[src/rtl/bus_xfer_sched.sv]
// Register-to-register transfer scheduler for the shared datapath bus.
// Queues (src, dst) requests and issues pipelined one-hot Read/Write enables with RAW stalls.
module bus_xfer_sched #(
    parameter int unsigned N_REGS  = 16,
    parameter int unsigned SEL_W   = 4,
    parameter int unsigned Q_DEPTH = 4
) (
    input  logic                         clk,
    input  logic                         rst_n,
    input  logic                         req_valid,
    output logic                         req_ready,
    input  logic [SEL_W-1:0]             req_src,
    input  logic [SEL_W-1:0]             req_dst,
    output logic [N_REGS-1:0]            rd_en,
    output logic [N_REGS-1:0]            wr_en,
    output logic                         xfer_done,
    output logic                         req_err,
    output logic [$clog2(Q_DEPTH):0]     q_count,
    output logic                         busy
);

    localparam int unsigned PTR_W = (Q_DEPTH > 1) ? $clog2(Q_DEPTH) : 1;
    localparam int unsigned CNT_W = $clog2(Q_DEPTH) + 1;

    typedef struct packed {
        logic [SEL_W-1:0] src;
        logic [SEL_W-1:0] dst;
    } xfer_t;

    typedef enum logic [1:0] {
        ST_IDLE  = 2'd0,
        ST_READ  = 2'd1,
        ST_WRITE = 2'd2
    } state_t;

    state_t             state_q, state_d;
    xfer_t              mem [Q_DEPTH];
    logic [PTR_W-1:0]   wr_ptr_q, rd_ptr_q;
    logic [CNT_W-1:0]   count_d;
    logic [SEL_W-1:0]   cur_dst_q, cur_dst_d;
    logic [SEL_W-1:0]   pend_dst_q, pend_dst_d;
    logic               pend_v_q, pend_v_d;
    logic [N_REGS-1:0]  rd_d, wr_d;
    logic               done_d;

    logic               req_fire, req_bad, req_ok;
    logic               fifo_empty, head_v, pop, pop_fifo, push;
    xfer_t              incoming, head;

    function automatic logic [N_REGS-1:0] sel_onehot(input logic [SEL_W-1:0] s);
        sel_onehot = N_REGS'(1) << s;
    endfunction

    // Request acceptance; an empty FIFO lets a fresh request bypass straight to the FSM.
    assign req_fire   = req_valid && req_ready;
    assign req_bad    = (32'(req_src) >= N_REGS) || (32'(req_dst) >= N_REGS);
    assign req_ok     = req_fire && !req_bad;
    assign fifo_empty = (q_count == CNT_W'(0));
    assign incoming   = '{src: req_src, dst: req_dst};
    assign head_v     = !fifo_empty || req_ok;
    assign head       = fifo_empty ? incoming : mem[rd_ptr_q];
    assign pop_fifo   = pop && !fifo_empty;
    assign push       = req_ok && !(pop && fifo_empty);

    always_comb begin
        unique case ({push, pop_fifo})
            2'b10:   count_d = q_count + CNT_W'(1);
            2'b01:   count_d = q_count - CNT_W'(1);
            default: count_d = q_count;
        endcase
    end

    // Next-state and registered-output decode; enables are for the cycle after the edge.
    always_comb begin
        state_d    = state_q;
        cur_dst_d  = cur_dst_q;
        pend_v_d   = 1'b0;
        pend_dst_d = pend_dst_q;
        pop        = 1'b0;
        rd_d       = '0;
        wr_d       = '0;
        done_d     = 1'b0;
        unique case (state_q)
            ST_IDLE: begin
                if (head_v) begin
                    pop       = 1'b1;
                    cur_dst_d = head.dst;
                    rd_d      = sel_onehot(head.src);
                    state_d   = ST_READ;
                end
            end
            ST_READ: begin
                state_d = ST_WRITE;
                wr_d    = sel_onehot(cur_dst_q);
                if (head_v && (head.src != cur_dst_q)) begin
                    pop        = 1'b1;
                    pend_v_d   = 1'b1;
                    pend_dst_d = head.dst;
                    rd_d       = sel_onehot(head.src);
                end
            end
            ST_WRITE: begin
                done_d = 1'b1;
                if (pend_v_q) begin
                    cur_dst_d = pend_dst_q;
                    wr_d      = sel_onehot(pend_dst_q);
                    if (head_v && (head.src != pend_dst_q)) begin
                        pop        = 1'b1;
                        pend_v_d   = 1'b1;
                        pend_dst_d = head.dst;
                        rd_d       = sel_onehot(head.src);
                    end
                end else if (head_v) begin
                    // Either the FIFO refilled or the head was held back by a RAW hazard.
                    pop       = 1'b1;
                    cur_dst_d = head.dst;
                    rd_d      = sel_onehot(head.src);
                    state_d   = ST_READ;
                end else begin
                    state_d = ST_IDLE;
                end
            end
            default: state_d = ST_IDLE;
        endcase
    end

    always_ff @(posedge clk or negedge rst_n) begin
        if (!rst_n) begin
            state_q    <= ST_IDLE;
            cur_dst_q  <= '0;
            pend_dst_q <= '0;
            pend_v_q   <= 1'b0;
            wr_ptr_q   <= '0;
            rd_ptr_q   <= '0;
            q_count    <= '0;
            rd_en      <= '0;
            wr_en      <= '0;
            xfer_done  <= 1'b0;
            req_err    <= 1'b0;
            busy       <= 1'b0;
            req_ready  <= 1'b1;
        end else begin
            state_q    <= state_d;
            cur_dst_q  <= cur_dst_d;
            pend_dst_q <= pend_dst_d;
            pend_v_q   <= pend_v_d;
            if (push)     wr_ptr_q <= wr_ptr_q + PTR_W'(1);
            if (pop_fifo) rd_ptr_q <= rd_ptr_q + PTR_W'(1);
            q_count    <= count_d;
            rd_en      <= rd_d;
            wr_en      <= wr_d;
            xfer_done  <= done_d;
            req_err    <= req_fire && req_bad;
            busy       <= (state_d != ST_IDLE) || (count_d != CNT_W'(0));
            req_ready  <= (count_d != CNT_W'(Q_DEPTH));
        end
    end

    // Request storage; contents are don't-care until pointed at by a valid entry.
    always_ff @(posedge clk) begin
        if (push) mem[wr_ptr_q] <= incoming;
    end

endmodule

[config.mk]
export PLATFORM = sky130hd
export DESIGN_NAME = bus_xfer_sched
export DESIGN_NICKNAME = d
export VERILOG_FILES = /design/src/rtl/bus_xfer_sched.sv
export SDC_FILE = /design/constraint.sdc
export NUM_CORES = 1
export LEC_CHECK = 0
export BUFFER_PORTS_ARGS = -buffer_cell sky130_fd_sc_hd__buf_4
export CORE_MARGIN = 2
export CORE_UTILIZATION = 40
export DETAILED_ROUTE_END_ITERATION = 8
export SLEW_MARGIN = 20
export SYNTH_ARGS = -nofsm -noshare
export SYNTH_HDL_FRONTEND = slang
export SYNTH_SLANG_ARGS = --single-unit
[constraint.sdc]
create_clock -name clk -period 3.3 [get_ports clk]
set_input_delay 0.33 -clock clk [delete_from_list [all_inputs] [get_ports clk]]
set_output_delay 0.33 -clock clk [all_outputs]
set_load 0.03 [all_outputs]
Yosys cells after proc, flatten, opt, wreduce, memory -nomap -nowiden
Memories as Yosys holds them, arrays and structs flattened. Cells that the tools add are included. Widths: inputs -> output; s select.

Add/subtract/negate cells: 4. Equality and inequality tests: 10. Shift-type cells: 3. Muxes and demuxes: 30. Reductions and logical operators: 17.

Operators with widths (count): $mux 16 (5); $pmux 16 s3 (1); $shl 1x4->16 const A (3); $pmux 16 s2 (1); $mux 4 (5); $pmux 4 s2 (2); $mux 1 (9); $mux 8 (1); $ne 4x4->1 (2); $logic_and 1x1->1 (6); $ne 2x2->1 const B (3); $pmux 2 s3 (1); $pmux 3 s2 (1); $reduce_bool 2->1 (3); $add 2x1->2 const B (2); $eq 2x1->1 const B (2); $eq 2x2->1 const B (2); $mux 2 (2); $reduce_and 4->1 (1); $add 3x1->3 const B (1); $logic_not 3->1 (1); $ne 3x3->1 const B (1); $pmux 1 s3 (1); $reduce_bool 3->1 (1); other kinds (5) (7).

Register bits after elaboration: 53. RAM bits: 32. Input port bits: 11. Output and inout port bits: 39. Logic and storage cells: 77. Memories: 1.

Memories: mem (depth 4, bits a word 8, rd ports 1, clocked after memory_dff 0, write ports 1, line 37) `xfer_t mem [Q_DEPTH];`.

Logic depth before layout (Yosys ltp)
Word-level depth: 14. Depth in mapped cells: 15. Gate-level depth less buffers: 14.

Least setup slack after synthesis
No wires, ideal clock.

Path kind: register to register. From: reg rd_ptr_q[0]. To: reg busy. Setup time: 146 ps. Arrival: 3450 ps. Data required time: 3154 ps. Path slack: -296 ps. Stages on the path, launching flop included: 16. Clock period less this slack: 3596 ps. Path through: dfrtp_1 > buf_6 > mux4_2 > xnor2_1 > nand3_1 > o31ai_4 > nand3_2 > buf_2 > a21o_1 > ha_1 > inv_1 > fa_1 > xor2_1 > nor2_1 > xor2_1 > or4b_2.

Longest elaborated chain between the ends: 14. Elaborated cells between the ends (all ways): 19. Classes of those cells: eq/ne (4); mux (6); reduce/logical (8); memory (1).

RTL lines: start, declared (line 38) `logic [PTR_W-1:0] wr_ptr_q, rd_ptr_q;`; start signal, assigned (line 148) `if (pop_fifo) rd_ptr_q <= rd_ptr_q + PTR_W'(1);`; $mem_v2 4x8 *; $mux 8 * (line 61) `assign head = fifo_empty ? incoming : mem[rd_ptr_q];`; $ne 4x4->1 (line 107) `if (head_v && (head.src != pend_dst_q)) begin`; $logic_and 1x1->1 (line 107); $mux 1 (line 107); $mux 1 (line 104) `if (pend_v_q) begin`; $pmux 1 s3 * (line 83) `unique case (state_q)`; $logic_and 1x1->1 (line 63) `assign push = req_ok && !(pop && fifo_empty);`; $logic_not 1->1 (line 63); $logic_and 1x1->1 (line 63); $eq 2x1->1 / $eq 2x2->1 (equally long branches) (line 66) `unique case ({push, pop_fifo})`; $pmux 3 s2 * (line 66); via count_d[2] (line 39) `logic [CNT_W-1:0] count_d;`; $reduce_bool 3->1 * (line 154) `busy <= (state_d != ST_IDLE) || (count_d != CNT_W'(0));`; $logic_or 1x1->1 * (line 154); end signal, assigned (line 154); end, declared (line 19) `output logic busy`.

The timed path passes the listed nets; every way through them passes the cells marked *. A chain may end at the register's enable or synchronous reset.

Worst setup path after layout
From: reg rd_ptr_q[0]. To: reg busy.

Elaborated cells between the ends (all ways): 19. Classes of those cells: eq/ne (4); mux (6); reduce/logical (8); memory (1).

RTL lines: $mem_v2 4x8 *; $mux 8 * (line 61); $ne 4x4->1 (line 107); $logic_and 1x1->1 (line 107); $mux 1 (line 107); $mux 1 (line 104); $pmux 1 s3 * (line 83); $logic_and 1x1->1 * (line 62) `assign pop_fifo = pop && !fifo_empty;`; via pop_fifo (line 47) `logic fifo_empty, head_v, pop, pop_fifo, push;`; $eq 2x1->1 / $eq 2x2->1 (equally long branches) (line 66); $pmux 3 s2 * (line 66); via count_d[2] (line 39); $reduce_bool 3->1 * (line 154); $logic_or 1x1->1 * (line 154).

Marked as above.

==> metrics.yaml <==
status: "finished with violations"
violations: "hold timing, setup timing"
antenna-diode-count: 0
hold_viol: 10
setup_slack_ns: -0.0502
final_common_cell: "buf_4"
path_clk_slew_ns: 0.08
rows: 36
synth_top_cell_area_share_pct: 32.6
postSynthAreaPerCell_um2: 12.2
crit_start: "rd_ptr_q[0]"
power.leakage_nw: 2.17
crit_family: "simple AND/OR/NAND/NOR gates"
routed.top_layer: "met4"
relSlewSlack_pct: 56.0
grt_max_degree: 54
drv_slew: 0
dpl.hpwl_mm: 6.14
critPathMostFrequentCell: "xor2_1"
cp.arrival_ns: 3.59
r2r-start: "rd_ptr_q[0]"
drv_cap: 0
io_pins: 50
slowest_stage: "mux4_2"
start_kind: "register"
fin_crit_ns: 3.35
drtIter0Drc: 149
drtPass1Iterations: 4
seq_power_share_pct: 31.7
pwr-share-clk_pct: 14.1
gp_congestion: 0.841
crit_chain: "mux4_2, xnor2_2, nand3_2, o31ai_4, buf_4, a31oi_2, ha_2, inv_2, fa_2, xor2_1, nor2_1, xor2_1, or4b_4"
cellPowerDensity_nw_per_um2: 1030
tritoncts: "built"
die_area_um2: 10800
clkLatencyLatePin_ns: 0.36
ant_nets: 0
synth-seq-area-share_pct: 57.4
required_ns: 3.54
critical_path_class: "register to register"
drive_gt1_share_pct: 31.4
slowest_delay_ns: 0.60
nets: 421
wl_met2_mm: 4.20
p_sw_share_pct: 41.3
fin_crit_sh_pct: 102
crit_buf_inv: 2
cts_made_buffers: 9
p_int_mw: 2.97
peakVddDrop_uv: 687
max_freq_ghz: 0.298
die_h_um: 104
ys_top_cells_by_area: "dfrtp_1 (33%), edfxtp_1 (24%), mux4_2 (4.5%)"
rsz0062_at_grt: "true"
area_growth_pct: 23.7
antenna_found_initial: 0
vias_per_cell: 5.15
grt_usage_pct: 17.0
layout_common_cells: "buf_4 (82), dfrtp_1 (51), nand2_1 (38)"
ys_ff_latch: 85
synth-async-reset-ratio_pct: 62.4
postSynthNetCount: 348
root_buffer: "clkbuf_8"
p_switching_mw: 2.09
instances_no_fill: 538
syn-instance-count: 327
ys.warnings.count: 0
pwr-share-comb_pct: 54.1
cp-end-kind: "register"
synth_cell_types: 51
synthesis.area_um2: 3990
placed_cells: 516
die_w_um: 104
post-synth-top-area-cell: "dfrtp_1"
wl_per_cell_um: 16.2
drc: 0
wl_met3_um: 541
wirelength_mm: 8.71
tightest_slew_ns: 0.660
synth_edf_count: 32
wl_met1_mm: 3.84
grt-ovfl-total: 0
path_max_fanout: 5
ctsHtreeMaxLevel: 3
skew_ns: 0.00885
hold_ws_ns: -0.00916
vias: 2770
hp-class: "input port to async pin"
grt_pass1_wl_mm: 14.2
port_buffers: 48
cts_sinks: 85
fillers: 897
clock_path_buffers: 2
setup-violations-final: 1
power_mw: 5.06
start_util_pct: 41.0
ys.flop_type: "dfrtp_1"
core_um2: 9730
grt_pass1_vias: 2774
postCtsHoldBufs: 0
-- per-stage QoR --
step / TNS (ns) / util, % / setup slack [ns] / cell area [µm²]
floorplan: -0.210 / - / -0.210 / 4000
global placement: -0.106 / 47.7 / -0.106 / 4640
detailed placement: -0.160 / 47.7 / -0.160 / 4640
CTS: -0.0105 / 50.0 / -0.0105 / 4870
global route: -0.225 / 50.7 / -0.212 / 4930
finish: -0.0502 / 50.7 / -0.0502 / 4930
-- logic make-up (layout without fill, tap and decap cells) --
kind of cell | after synthesis | in the layout | share of synthesized area, %
compound gates | 50 | 50 | 8.28
xor+xnor | 21 | 21 | 4.61
fa+ha+maj | 10 | 10 | 3.33
buf+inv | 31 | 109 | 3.29
flops | 85 | 85 | 57.4
mux | 18 | 18 | 7.09
other cells | 1 | 1 | 0.0940
simple gates | 111 | 111 | 15.9
-- cell type report --
class	instances	area, µm²	area share [%]
clock buffers	13	139	2.82
clock inverters	3	46.3	0.939
inverters	11	41.3	0.837
multi-input cells	211	1630	33.1
flip-flops and latches	85	2290	46.4
well taps	133	166	3.37
repair buffers	82	616	12.5
-- what timing repair did --
| item | CTS | global route |
|---|---|---|
| pin swaps | 2 | 10 |
| setup buffers | 3 | 3 |
| gates resized for setup | 3 | 6 |
| endpoints found under the setup margin | 1 | 1 |
-- sequential cells by signal (all words and copies together) (netlist names) --
signal	count
xfer_done	1
busy	1
rd_en	16
req_ready	1
q_count	3
pend_v_q	1
pend_dst_q	4
cur_dst_q	4
rd_ptr_q	2
wr_ptr_q	2
mem	32
wr_en	16
state_q	2
-- cell usage after synthesis (all sizes together) (9+ instances only) --
master,n
dfrtp,52
nand2,38
edfxtp,32
and2,18
o22ai,17
nor4b,16
clkbuf,15
a21oi,12
xor2,12
inv,11
ha,9
xnor2,9
-- per-layer routing --
metal,global-route usage (%),up-vias
met5,0,-
met4,7.24,0
met3,4.01,10
met2,27.0,93
met1,22.4,1350
li1,-,1317
-- path summary, 6_finish.rpt --
check | slack [ns] | cells after the start | end
max | -0.05 | 13 | busy
min | -0.009 | 1 | rd_en[5]
max reg2reg | -0.05 | 13 | busy
min reg2reg | 0.60 | 1 | wr_ptr_q[1]
max in group asynchronous | 2.82 | 1 | rd_ptr_q[0]
min in group clk | 0.18 | 1 | mem[2][3]
-- power groups by stage --
stage               logic (mW)  clock network [mW]  registers, mW
floorplan                 1.66                   0           1.71
global placement          2.51                   0           1.61
detailed placement        2.54                   0           1.62
CTS                       2.61               0.739           1.60
global route              3.01               0.779           1.65
finish                    2.74               0.714           1.61
Power figures use the tool's default switching activity.
